File: config.mk
export PLATFORM = sky130hd
export DESIGN_NAME = mem_stage
export DESIGN_NICKNAME = d
export VERILOG_FILES = /design/src/rtl/mem_stage.sv
export SDC_FILE = /design/constraint.sdc
export NUM_CORES = 1
export LEC_CHECK = 0
export BUFFER_PORTS_ARGS = -buffer_cell sky130_fd_sc_hd__buf_2
export CAP_MARGIN = 5
export CORE_AREA = 2 2 98 100
export CTS_CLUSTER_SIZE = 12
export DETAILED_ROUTE_END_ITERATION = 10
export DIE_AREA = 0 0 100 102
export GPL_ROUTABILITY_DRIVEN = 0
export PLACE_DENSITY = 0.74
export SETUP_SLACK_MARGIN = 0.02
export SLEW_MARGIN = 20
export SYNTH_ARGS = -nofsm -noshare
export SYNTH_HDL_FRONTEND = slang
export SYNTH_SLANG_ARGS = --single-unit
File: constraint.sdc
create_clock -name clk -period 5.98 [get_ports clk]
set_input_delay 1.196 -clock clk [delete_from_list [all_inputs] [get_ports clk]]
set_output_delay 1.196 -clock clk [all_outputs]
set_load 0.02 [all_outputs]
File: src/rtl/mem_stage.sv
// mem_stage: RV32I memory stage, word loads/stores over a valid/ready dmem port with decoupled response.
// Latency: non-memory ops and ready stores reach wb_* one cycle later; loads take at least 2 cycles (request, response).
// Backpressure: stall holds the upstream pipeline while a request waits for ready or a load waits for data; HALT stalls forever.
//
// Ports:
//   clk, rst_n            clock, synchronous active-low reset
//   ex_to_mem             EX->MEM pipeline register (held stable by upstream while stall = 1)
//   dmem_req_*            request channel (valid/ready), word-aligned address
//   dmem_rsp_*            load response (valid only, always accepted)
//   stall                 hold IF/DE/EX and ex_to_mem this cycle
//   bp_mem                MEM bypass (alu_result; meaningless for loads)
//   wb_*                  registered MEM->WB outputs
//   bus_err               sticky timeout / misalignment flag
//
// Optional build macro: MEM_ALIGN_CHECK_EN (misaligned access -> bus_err + HALT instead of truncation).

package mem_stage_pkg;
   typedef struct packed {
      logic        mem_write;
      logic        mem_read;
      logic        reg_write;
      logic        instr_done;
      logic        is_final;
      logic [4:0]  rd;
      logic [31:0] mem_data;
      logic [31:0] alu_result;
   } ex_to_mem_s;
endpackage

module mem_stage
   import mem_stage_pkg::*;
#(
   parameter int TIMEOUT = 256
) (
   input  logic        clk,
   input  logic        rst_n,
   input  ex_to_mem_s  ex_to_mem,
   output logic        dmem_req_valid,
   input  logic        dmem_req_ready,
   output logic        dmem_req_we,
   output logic [31:0] dmem_req_addr,
   output logic [31:0] dmem_req_wdata,
   input  logic        dmem_rsp_valid,
   input  logic [31:0] dmem_rsp_rdata,
   output logic        stall,
   output logic [31:0] bp_mem,
   output logic        wb_reg_write,
   output logic [4:0]  wb_rd,
   output logic [31:0] wb_data,
   output logic        wb_instr_done,
   output logic        wb_is_final,
   output logic        bus_err
);

   localparam int CW = (TIMEOUT > 1) ? $clog2(TIMEOUT + 1) : 1;

   typedef enum logic [1:0] {IDLE, WAIT_RSP, HALT} state_t;

   state_t        r_state;
   logic [CW-1:0] r_tmo_cnt;
   logic          r_bus_err;
   logic          r_wb_reg_write;
   logic [4:0]    r_wb_rd;
   logic [31:0]   r_wb_data;
   logic          r_wb_instr_done;
   logic          r_wb_is_final;

   logic w_store;
   logic w_load;
   logic w_access;
   logic w_misalign;
   logic w_req_valid;
   logic w_stall;
   logic w_done;
   logic w_timeout;

   // A store takes precedence when both mem_write and a qualified load are set.
   assign w_store  = ex_to_mem.mem_write;
   assign w_load   = ex_to_mem.mem_read && ex_to_mem.reg_write && !ex_to_mem.mem_write;
   assign w_access = w_store || w_load;

`ifdef MEM_ALIGN_CHECK_EN
   assign w_misalign = w_access && (ex_to_mem.alu_result[1:0] != 2'b00);
`else
   assign w_misalign = 1'b0;
`endif

   always_comb begin
      w_req_valid = 1'b0;
      w_stall     = 1'b0;
      w_done      = 1'b0;
      case (r_state)
         IDLE: begin
            if (w_access) begin
               if (w_misalign) begin
                  w_stall = 1'b1;
               end else begin
                  w_req_valid = 1'b1;
                  w_done      = w_store && dmem_req_ready;
                  w_stall     = !w_done;
               end
            end
         end
         WAIT_RSP: begin
            w_done  = dmem_rsp_valid;
            w_stall = !dmem_rsp_valid;
         end
         HALT:    w_stall = 1'b1;
         default: w_stall = 1'b0;
      endcase
   end

   // Fires on the TIMEOUT-th stalled cycle of one access; r_tmo_cnt holds the stalls already seen.
   assign w_timeout = (TIMEOUT != 0) && w_stall && (r_state != HALT)
                      && (r_tmo_cnt == CW'(TIMEOUT - 1));

   always_ff @(posedge clk) begin
      if (!rst_n) begin
         r_state         <= IDLE;
         r_tmo_cnt       <= '0;
         r_bus_err       <= 1'b0;
         r_wb_reg_write  <= 1'b0;
         r_wb_rd         <= '0;
         r_wb_data       <= '0;
         r_wb_instr_done <= 1'b0;
         r_wb_is_final   <= 1'b0;
      end else begin
         // Bubble unless an instruction completes below.
         r_wb_reg_write  <= 1'b0;
         r_wb_instr_done <= 1'b0;
         r_wb_is_final   <= 1'b0;

         case (r_state)
            IDLE: begin
               if (w_misalign) begin
                  r_bus_err <= 1'b1;
                  r_state   <= HALT;
               end else if (!w_access || w_done) begin
                  r_wb_reg_write  <= ex_to_mem.reg_write && !w_access;
                  r_wb_rd         <= ex_to_mem.rd;
                  r_wb_data       <= ex_to_mem.alu_result;
                  r_wb_instr_done <= ex_to_mem.instr_done;
                  r_wb_is_final   <= ex_to_mem.is_final;
               end else if (w_load && dmem_req_ready) begin
                  r_state <= WAIT_RSP;
               end
            end
            WAIT_RSP: begin
               if (dmem_rsp_valid) begin
                  r_wb_reg_write  <= 1'b1;
                  r_wb_rd         <= ex_to_mem.rd;
                  r_wb_data       <= dmem_rsp_rdata;
                  r_wb_instr_done <= ex_to_mem.instr_done;
                  r_wb_is_final   <= ex_to_mem.is_final;
                  r_state         <= IDLE;
               end
            end
            default: r_state <= HALT;
         endcase

         if (w_done) begin
            r_tmo_cnt <= '0;
         end else if (w_stall && (r_state != HALT) && (r_tmo_cnt != '1)) begin
            r_tmo_cnt <= r_tmo_cnt + 1'b1;
         end

         if (w_timeout) begin
            r_bus_err <= 1'b1;
            r_state   <= HALT;
         end
      end
   end

   assign dmem_req_valid = rst_n && w_req_valid;
   assign stall          = rst_n && w_stall;
   assign dmem_req_we    = w_store;
   assign dmem_req_addr  = {ex_to_mem.alu_result[31:2], 2'b00};
   assign dmem_req_wdata = ex_to_mem.mem_data;
   assign bp_mem         = ex_to_mem.alu_result;
   assign wb_reg_write   = r_wb_reg_write;
   assign wb_rd          = r_wb_rd;
   assign wb_data        = r_wb_data;
   assign wb_instr_done  = r_wb_instr_done;
   assign wb_is_final    = r_wb_is_final;
   assign bus_err        = r_bus_err;

endmodule
==> impl_metrics.yaml, run 1 <==
timing:
  fmax_mhz: 303.7
  setup_ws_ns: 2.687
  fin_setup_tns_ns: 0
  hold_slack_ns: 0.4690
  drv_slew: 0
  rsz0062_at_grt: "false"
  period_minus_slack_ns: 3.293
  tightest_slew_ns: 0.8459
  hold_viol: 0
  period_share: 0.5506
  skew_ns: 0.006563
  max-slew-margin-rel: 0.4361
  setup_viol: 0
route:
  wl_um: 7853
  drt_iter0_drc: 59
  wl_per_cell_um: 13.73
  via_per_inst: 5.042
  ant_nets: 0
  drc_errors: 0
  dr_total_vias: 2884
  drt_pre_antenna_iters: 4
setup_path:
  worst-setup-path-type: "primary input to output port"
  critPathLaunchType: "primary input"
  crit_start: "ex_to_mem[73]"
  critPathArrivalTime_ns: 2.10
  rr_worst_depth: 8
  cp.required_ns: 4.78
  endpoint_kind: "output port"
  crit_end: "stall"
  path_max_fanout: 6
  reg2reg_slack_ns: 3.76
  reg2reg_to: "r_tmo_cnt[7]"
  r2r_start: "r_tmo_cnt[0]"
clock_tree:
  cts_buffers: 5
  clk_latency_ns: 0.30
  clkSlewWorstSetupHoldPaths_ns: 0.09
  root_buffer: "clkbuf_8"
  cts.sinks: 52
  htree_levels: 2
  cts-resized-gates: 0
  cts_buffer_depth: 2
  cts_setup_buffers: 0
  cts_tree: "done"
  cts_hold_buf: 0
global_routing:
  grt.total_usage: 0.1445
  grt_overflow: 0
  grt_max_degree: 74
  grt_pass1_vias: 2550
  grt_pass1_wl_um: 11940
  antenna_found_initial: 0
power_and_ir_drop:
  p_per_area_mw_per_mm2: 217.8
  ir_drop_v: 0.00008314
  leakage_nw: 1.714
  power_frac_clock: 0.262
  switchingPower_mw: 0.2576
  comb_power_share: 0.260
  p_int_mw: 0.5392
  netSwitchingFraction: 0.3233
  p_seq_frac: 0.478
floorplan:
  die_width_um: 100
  core_area_mm2: 0.009109
  rows: 35
  die_h_um: 102
  die_area_mm2: 0.01020
  num_io_pins: 250
  start_util: 0.3694
final_layout:
  diodes: 0
  drive_gt1_frac: 0.5011
  stdcell_count: 572
  utilization: 0.4016
  area_growth_pct: 8.739
  layout_common_cells: "buf_2 (183), dfxtp_1 (52), nand2_1 (48)"
  fillCellCount: 944
  nNetsFinal: 573
  final_common_cell: "buf_2"
synthesis:
  async_reset_ff_frac: 0
  synth_seq_cells: 52
  synth_area_mm2: 0.003364
  synthCells: 390
  ys.flop_type: "dfxtp_1"
  synth-warning-count: 0
  synth_edf_count: 0
  synth_area_per_cell_um2: 8.627
  synth.distinct_cells: 42
  ys_seq_area_frac: 0.3094
run_status:
  outcome: "finished, final reports clean"
run:
  cap_violations: 0
place:
  dp_hpwl_um: 5743
  port_buffers: 183
  pre_cts_ws_ns: 2.690
  placedCellCount: 564
worst_hold_path:
  hp-class: "flip-flop to flip-flop"
==> stage by stage <==
step	area, um2	power [mW]
finish	3659	0.7968
global route	3659	0.8411
CTS	3659	0.8085
detailed placement	3566	0.5984
global placement	3566	0.5941
floorplan	3368	0.5817
==> synth_stat cells (all sizes together) (2+ instances only) <==
| cell | n | share of area |
|---|---|---|
| clkbuf | 12 | 0.013 |
| o211ai | 32 | 0.071 |
| nand2b | 4 | 0.0074 |
| nand3 | 4 | 0.0060 |
| o21ai | 36 | 0.054 |
| and3b | 2 | 0.0063 |
| or4 | 3 | 0.0067 |
| buf | 111 | 0.25 |
| nand4 | 2 | 0.0037 |
| or3 | 3 | 0.0056 |
| dfxtp | 52 | 0.31 |
| o311ai | 2 | 0.010 |
| o31ai | 4 | 0.010 |
| mux2i | 5 | 0.015 |
| a21oi | 11 | 0.016 |
| nand2 | 48 | 0.054 |
| inv | 3 | 0.0033 |
| nor2 | 5 | 0.0056 |
| mux2 | 32 | 0.11 |
| and2 | 2 | 0.0037 |
| ha | 3 | 0.011 |
==> metal layers <==
metal,routed length [um],track usage,part of all wire,vias up
met3,559,0.03215,0.071,17
met4,153,0.05479,0.019,0
met5,0,0,0,-
met2,3821,0.2542,0.49,142
met1,3319,0.1733,0.42,1329
li1,-,-,-,1396
==> cell families (layout without fill, tap and decap cells) <==
group	count (synthesis)	count (layout)	synth area share
XOR/XNOR	1	1	0.002604
multiplexers	37	37	0.1220
other	1	2	0.001115
flip-flops	52	52	0.3094
AND/OR/NAND/NOR	80	80	0.1134
AO/OA/AOI/OAI	90	90	0.1759
adder cells (fa/ha/maj)	3	3	0.01116
buffers and inverters	126	196	0.2644
==> layout make-up <==
class                   count  area (um2)  share of cell area
flip-flops and latches     52        1041              0.2845
clock buffers               6       82.58             0.02257
multi-input cells         213        1444              0.3947
well taps                 111       138.9             0.03796
clock inverters             2       10.01            0.002736
inverters                   3       11.26            0.003078
repair buffers            185       930.9              0.2544
==> state kept, by name (all words and copies together) (netlist names) <==
signal	count
bus_err	1
wb_data	32
r_tmo_cnt	9
wb_instr_done	1
r_state	2
wb_is_final	1
wb_rd	5
wb_reg_write	1
==> worst min-delay path by stage <==
stage | cells after the start | slack [ns] | endpoint | start
2_1_floorplan | 2 | 0.45 | r_tmo_cnt[6] | r_tmo_cnt[6]
3_3_place_gp | 2 | 0.44 | wb_rd[3] | wb_rd[3]
3_5_place_dp | 2 | 0.46 | wb_rd[1] | wb_rd[1]
4_1_cts | 2 | 0.47 | wb_rd[1] | wb_rd[1]
5_1_grt | 2 | 0.50 | wb_rd[2] | wb_rd[2]
6_report | 2 | 0.47 | wb_rd[1] | wb_rd[1]
==> worst max-delay path, cell delays in order <==
cell	delay, ns
buf_2	0.12
and3b_4	0.24
nor4_1	0.31
nor2_1	0.06
buf_2	0.17
==> power groups by stage <==
stage	clock network (mW)	logic (mW)	registers (mW)
after floorplan	0	0.167	0.414
after global placement	0	0.206	0.388
after detailed placement	0	0.209	0.389
after CTS	0.217	0.210	0.381
after global routing	0.232	0.225	0.384
final	0.209	0.207	0.381
Power figures use the tool's default switching activity.
==> inputs of run 2 (changes only) <==
- CORE_AREA: 2 2 98 100 -> not set
- CORE_UTILIZATION: not set -> 37
- DIE_AREA: 0 0 100 102 -> not set
- PLACE_DENSITY: 0.74 -> 0.78
- clock period: 5.98 -> 3 ns (I/O delays scaled with it)
==> run 2 against run 1 <==
Effect of this change:
- setup slack lost 2.0 ns
- worst hold slack lost 0.0025 ns
- cell count shrank 0.17%
- first-iteration DRC count grew 32%
- count of clock-buffer cells in the layout grew 1
- die area shrank 7.1%
- routed wire length shrank 2.3%
- critical path depth grew 3
- critical path type is now flip-flop to flip-flop
- largest power group unchanged
==> impl_metrics.yaml, run 2 (synthesis gave the netlist of run 1 again) <==
floorplan:
  die_width_um: 97.36
  die_h_um: 97.36
  num_io_pins: 250
  core_area_mm2: 0.008763
  die_area_mm2: 0.009479
  rows: 34
  start_util: 0.3839
setup_path:
  cp.buffers_inverters: 0
  slowest_delay_ns: 0.48
  r2r_start: "r_tmo_cnt[0]"
  cp.required_ns: 3.24
  endpoint_kind: "flip-flop"
  crit_family: "simple AND/OR/NAND/NOR gates"
  worst-setup-path-type: "flip-flop to flip-flop"
  path_max_fanout: 7
  cp_slowest_cell: "or4_1"
  critPathArrivalTime_ns: 2.50
  critPathLaunchType: "flip-flop"
  path_cells: "ha_1, nand4_1, nor2_1, ha_1, nor2_1, nand4_1, or4_1, a21oi_1"
  crit_start: "r_tmo_cnt[0]"
timing:
  period_minus_slack_ns: 2.269
  max-slew-margin-rel: 0.4681
  hold_viol: 0
  drv_slew: 0
  fmax_mhz: 440.7
  tightest_slew_ns: 0.7979
  rsz0062_at_grt: "false"
  skew_ns: 0.006333
  period_share: 0.7563
  fin_setup_tns_ns: 0
  setup_viol: 0
route:
  drc_errors: 0
  via_per_inst: 4.991
  dr_total_vias: 2850
  ant_nets: 0
  drt_iter0_drc: 78
  wl_um: 7674
  wl_per_cell_um: 13.44
  drt_pre_antenna_iters: 4
clock_tree:
  cts_buffer_depth: 2
  cts_hold_buf: 0
  cts_buffers: 5
  cts.sinks: 52
  cts_setup_buffers: 0
  htree_levels: 2
  clkSlewWorstSetupHoldPaths_ns: 0.10
  cts-resized-gates: 0
  cts_tree: "done"
  clk_latency_ns: 0.30
  root_buffer: "clkbuf_8"
place:
  port_buffers: 183
  dp_hpwl_um: 5690
  placedCellCount: 563
global_routing:
  antenna_found_initial: 0
  grt_overflow: 0
  grt_pass1_vias: 2741
  grt_pass1_wl_um: 12330
  grt.total_usage: 0.1558
  grt_max_degree: 77
power_and_ir_drop:
  ir_drop_v: 0.0001784
  power_frac_clock: 0.263
  p_per_area_mw_per_mm2: 433.2
  comb_power_share: 0.259
  p_seq_frac: 0.478
  netSwitchingFraction: 0.3216
  leakage_nw: 1.716
  switchingPower_mw: 0.5114
  p_int_mw: 1.079
final_layout:
  nNetsFinal: 575
  largest_reg_flops: 32
  area_growth_pct: 9.111
  utilization: 0.4189
  stdcell_count: 571
  drive_gt1_frac: 0.5011
  layout_common_cells: "buf_2 (183), dfxtp_1 (52), nand2_1 (48)"
  final_common_cell: "buf_2"
  diodes: 0
run_status:
  outcome: "finished, final reports clean"
run:
  cap_violations: 0
worst_hold_path:
  holdCritStartpoint: "wb_rd[0]"
  hp-class: "flip-flop to flip-flop"
run 2: worst paths after layout:
check / endpoint / slack, ns / cells after the start
setup / recovery: r_tmo_cnt[5] / 0.73 / 8
hold / removal: wb_rd[0] / 0.47 / 2
setup reg to reg: r_tmo_cnt[5] / 0.73 / 8
hold reg to reg: wb_rd[0] / 0.47 / 2
run 2: cell type report:
cell class              instances  area [um2]
fillers                       873        5092
multi-input cells             213        1444
flip-flops and latches         52        1041
repair buffers                187       945.9
well taps                     108       135.1
clock buffers                   7       86.33
inverters                       3       11.26
clock inverters                 1       7.507
run 2: per-layer routing:
metal / track usage / part of all wire / up-vias
met5: 0 / 0 / -
met3: 0.02446 / 0.068 / 30
met2: 0.2948 / 0.52 / 129
met4: 0.07240 / 0.023 / 0
met1: 0.1676 / 0.39 / 1296
li1: - / - / 1395
run 2: power groups by stage:
stage / clock, mW / sequential, mW / combinational, mW
floorplan: 0 / 0.826 / 0.334
global placement: 0 / 0.775 / 0.407
detailed placement: 0 / 0.776 / 0.416
CTS: 0.430 / 0.761 / 0.417
global route: 0.459 / 0.767 / 0.445
finish: 0.417 / 0.760 / 0.412
run 2: worst register-to-register path: stages, from the launching register on:
cell	delay, ns
dfxtp_1	0.35
ha_1	0.24
nand4_1	0.10
nor2_1	0.06
ha_1	0.17
nor2_1	0.36
nand4_1	0.29
or4_1	0.48
a21oi_1	0.15
run 2: per-stage QoR:
| stage | hold WS (ns) | setup WS (ns) | area (um2) | power [mW] |
|---|---|---|---|---|
| 2_1_floorplan | 0.4521 | 0.6745 | 3368 | 1.160 |
| 3_3_place_gp | 0.4425 | 0.8167 | 3577 | 1.182 |
| 3_5_place_dp | 0.4580 | 0.6816 | 3577 | 1.192 |
| 4_1_cts | 0.4715 | 0.7196 | 3671 | 1.608 |
| 5_1_grt | 0.4809 | 0.5363 | 3671 | 1.670 |
| 6_report | 0.4666 | 0.7311 | 3671 | 1.590 |
==> inputs of run 3 (changes only) <==
- CORE_AREA: not set -> 2 2 98 100
- CORE_UTILIZATION: 37 -> not set
- DIE_AREA: not set -> 0 0 100 102
- PLACE_DENSITY: 0.78 -> 0.74
- clock period: 3 -> 2.25 ns (I/O delays scaled with it)
==> run 3 against run 2 <==
Effect of this change:
- register-to-register slack lost 0.55 ns
- critical endpoint unchanged
- largest cell class unchanged
- cell count grew 1.2%
- sequential power grew 33%
- combinational power grew 37%
- count of clock-buffer cells in the layout shrank 1
- core utilization shrank 0.90 points
- routed wire length grew 7.6%
- setup slack lost 0.55 ns
==> impl_metrics.yaml, run 3 (synthesis gave the netlist of run 1 again) <==
run_status:
  outcome: "finished, final reports clean"
setup_path:
  critPathArrivalTime_ns: 2.30
  cp.required_ns: 2.48
  endpoint_kind: "flip-flop"
  cp.depth: 8
  worst-setup-path-type: "flip-flop to flip-flop"
  critPathLaunchType: "flip-flop"
  slowest_delay_ns: 0.46
  path_cells: "ha_1, nand4_1, nor2_1, ha_1, nor2_2, nand4_1, or4_1, a21oi_1"
  reg2reg_slack_ns: 0.18
  rr_worst_depth: 8
  path_max_fanout: 7
  cp_slowest_cell: "or4_1"
  cp.buffers_inverters: 0
  crit_family: "simple AND/OR/NAND/NOR gates"
power_and_ir_drop:
  switchingPower_mw: 0.6937
  power_frac_clock: 0.289
  p_per_area_mw_per_mm2: 594.6
  p_int_mw: 1.526
  netSwitchingFraction: 0.3124
  comb_power_share: 0.254
  p_seq_frac: 0.457
  leakage_nw: 1.755
  ir_drop_v: 0.0003144
  finalPower_mw: 2.220
timing:
  skew_ns: 0.01135
  fmax_mhz: 483.1
  period_minus_slack_ns: 2.070
  hold_viol: 0
  max-slew-margin-rel: 0.5354
  fin_setup_tns_ns: 0
  tightest_slew_ns: 0.6969
  rsz0062_at_grt: "false"
  drv_slew: 0
  period_share: 0.9200
  setup_viol: 0
clock_tree:
  cts_setup_buffers: 0
  cts_buffer_depth: 2
  cts_hold_buf: 0
  clkSlewWorstSetupHoldPaths_ns: 0.10
  cts.sinks: 52
  clk_latency_ns: 0.31
  cts_buffers: 5
  htree_levels: 2
  root_buffer: "clkbuf_8"
  cts_tree: "done"
global_routing:
  grt_max_degree: 77
  use_met1: 0.1787
  use_met2: 0.2677
  top_usage_layer: "met2"
  antenna_found_initial: 0
  met3_usage: 0.03010
  grt_pass1_vias: 2602
  grt_overflow: 0
  grt_pass1_wl_um: 12300
  grt.total_usage: 0.1487
place:
  dp_hpwl_um: 6202
  port_buffers: 183
floorplan:
  start_util: 0.3694
  die_area_mm2: 0.01020
  num_io_pins: 250
  rows: 35
  core_area_mm2: 0.009109
  die_h_um: 102
  die_width_um: 100
worst_hold_path:
  min_path_cells: 2
  hp-class: "primary input to flip-flop"
route:
  ant_nets: 0
  drt_pre_antenna_iters: 4
  dr_total_vias: 2865
  via_per_inst: 4.957
  wl_per_cell_um: 14.29
  drc_errors: 0
  drt_iter0_drc: 57
  wl_um: 8257
final_layout:
  area_growth_pct: 10.97
  regArea_mm2: 0.001041
  largest_reg_flops: 32
  drive_gt1_frac: 0.5075
  final_common_cell: "buf_2"
  multi_input_area_mm2: 0.001446
  fillCellCount: 923
  nNetsFinal: 579
  diodes: 0
  layout_common_cells: "buf_2 (183), dfxtp_1 (52), nand2_1 (48)"
run:
  cap_violations: 0
[run 3: layout make-up]
cell class | count | share of cell area
Sequential cell | 52 | 0.2788
Multi-Input combinational cell | 213 | 0.3874
Timing Repair Buffer | 191 | 0.2647
Tap cell | 111 | 0.03720
Clock buffer | 6 | 0.01944
Clock inverter | 2 | 0.009383
Inverter | 3 | 0.003016
[run 3: layer usage]
metal	share of wire	up-vias
met3	0.074	15
met1	0.42	1318
met2	0.50	127
li1	-	1405
met4	0.015	0
met5	0	-
[run 3: final timing paths]
| path | startpoint | to |
|---|---|---|
| setup reg to reg | r_tmo_cnt[0] | r_tmo_cnt[5] |
| hold reg to reg | wb_rd[3] | wb_rd[3] |
| setup / recovery | r_tmo_cnt[0] | r_tmo_cnt[5] |
| hold / removal | ex_to_mem[69] | wb_is_final |
[run 3: per-stage QoR]
step | utilization | setup slack, ns | std cells | hold WS (ns) | instance area (um2)
2_1_floorplan | - | 0.2245 | 391 | 0.4521 | 3368
3_3_place_gp | 0.3978 | 0.2232 | 570 | 0.4422 | 3623
3_5_place_dp | 0.3978 | 0.1247 | 570 | 0.4565 | 3623
4_1_cts | 0.4096 | 0.09019 | 578 | 0.3433 | 3731
5_1_grt | 0.4099 | 0.05582 | 578 | 0.3492 | 3734
6_report | 0.4099 | 0.1800 | 578 | 0.3495 | 3734
[run 3: what timing repair did]
| item | CTS | global route |
|---|---|---|
| gates resized for setup | 0 | 1 |
| setup endpoints to repair | 0 | 2 |
| hold endpoints to repair | 0 | 0 |
[run 3: power by group through the flow]
stage	Clock (mW)	Sequential (mW)	Combinational, mW
6_report	0.642	1.01	0.564
5_1_grt	0.700	1.02	0.610
4_1_cts	0.662	1.01	0.570
3_5_place_dp	0	1.03	0.569
3_3_place_gp	0	1.03	0.560
2_1_floorplan	0	1.10	0.445
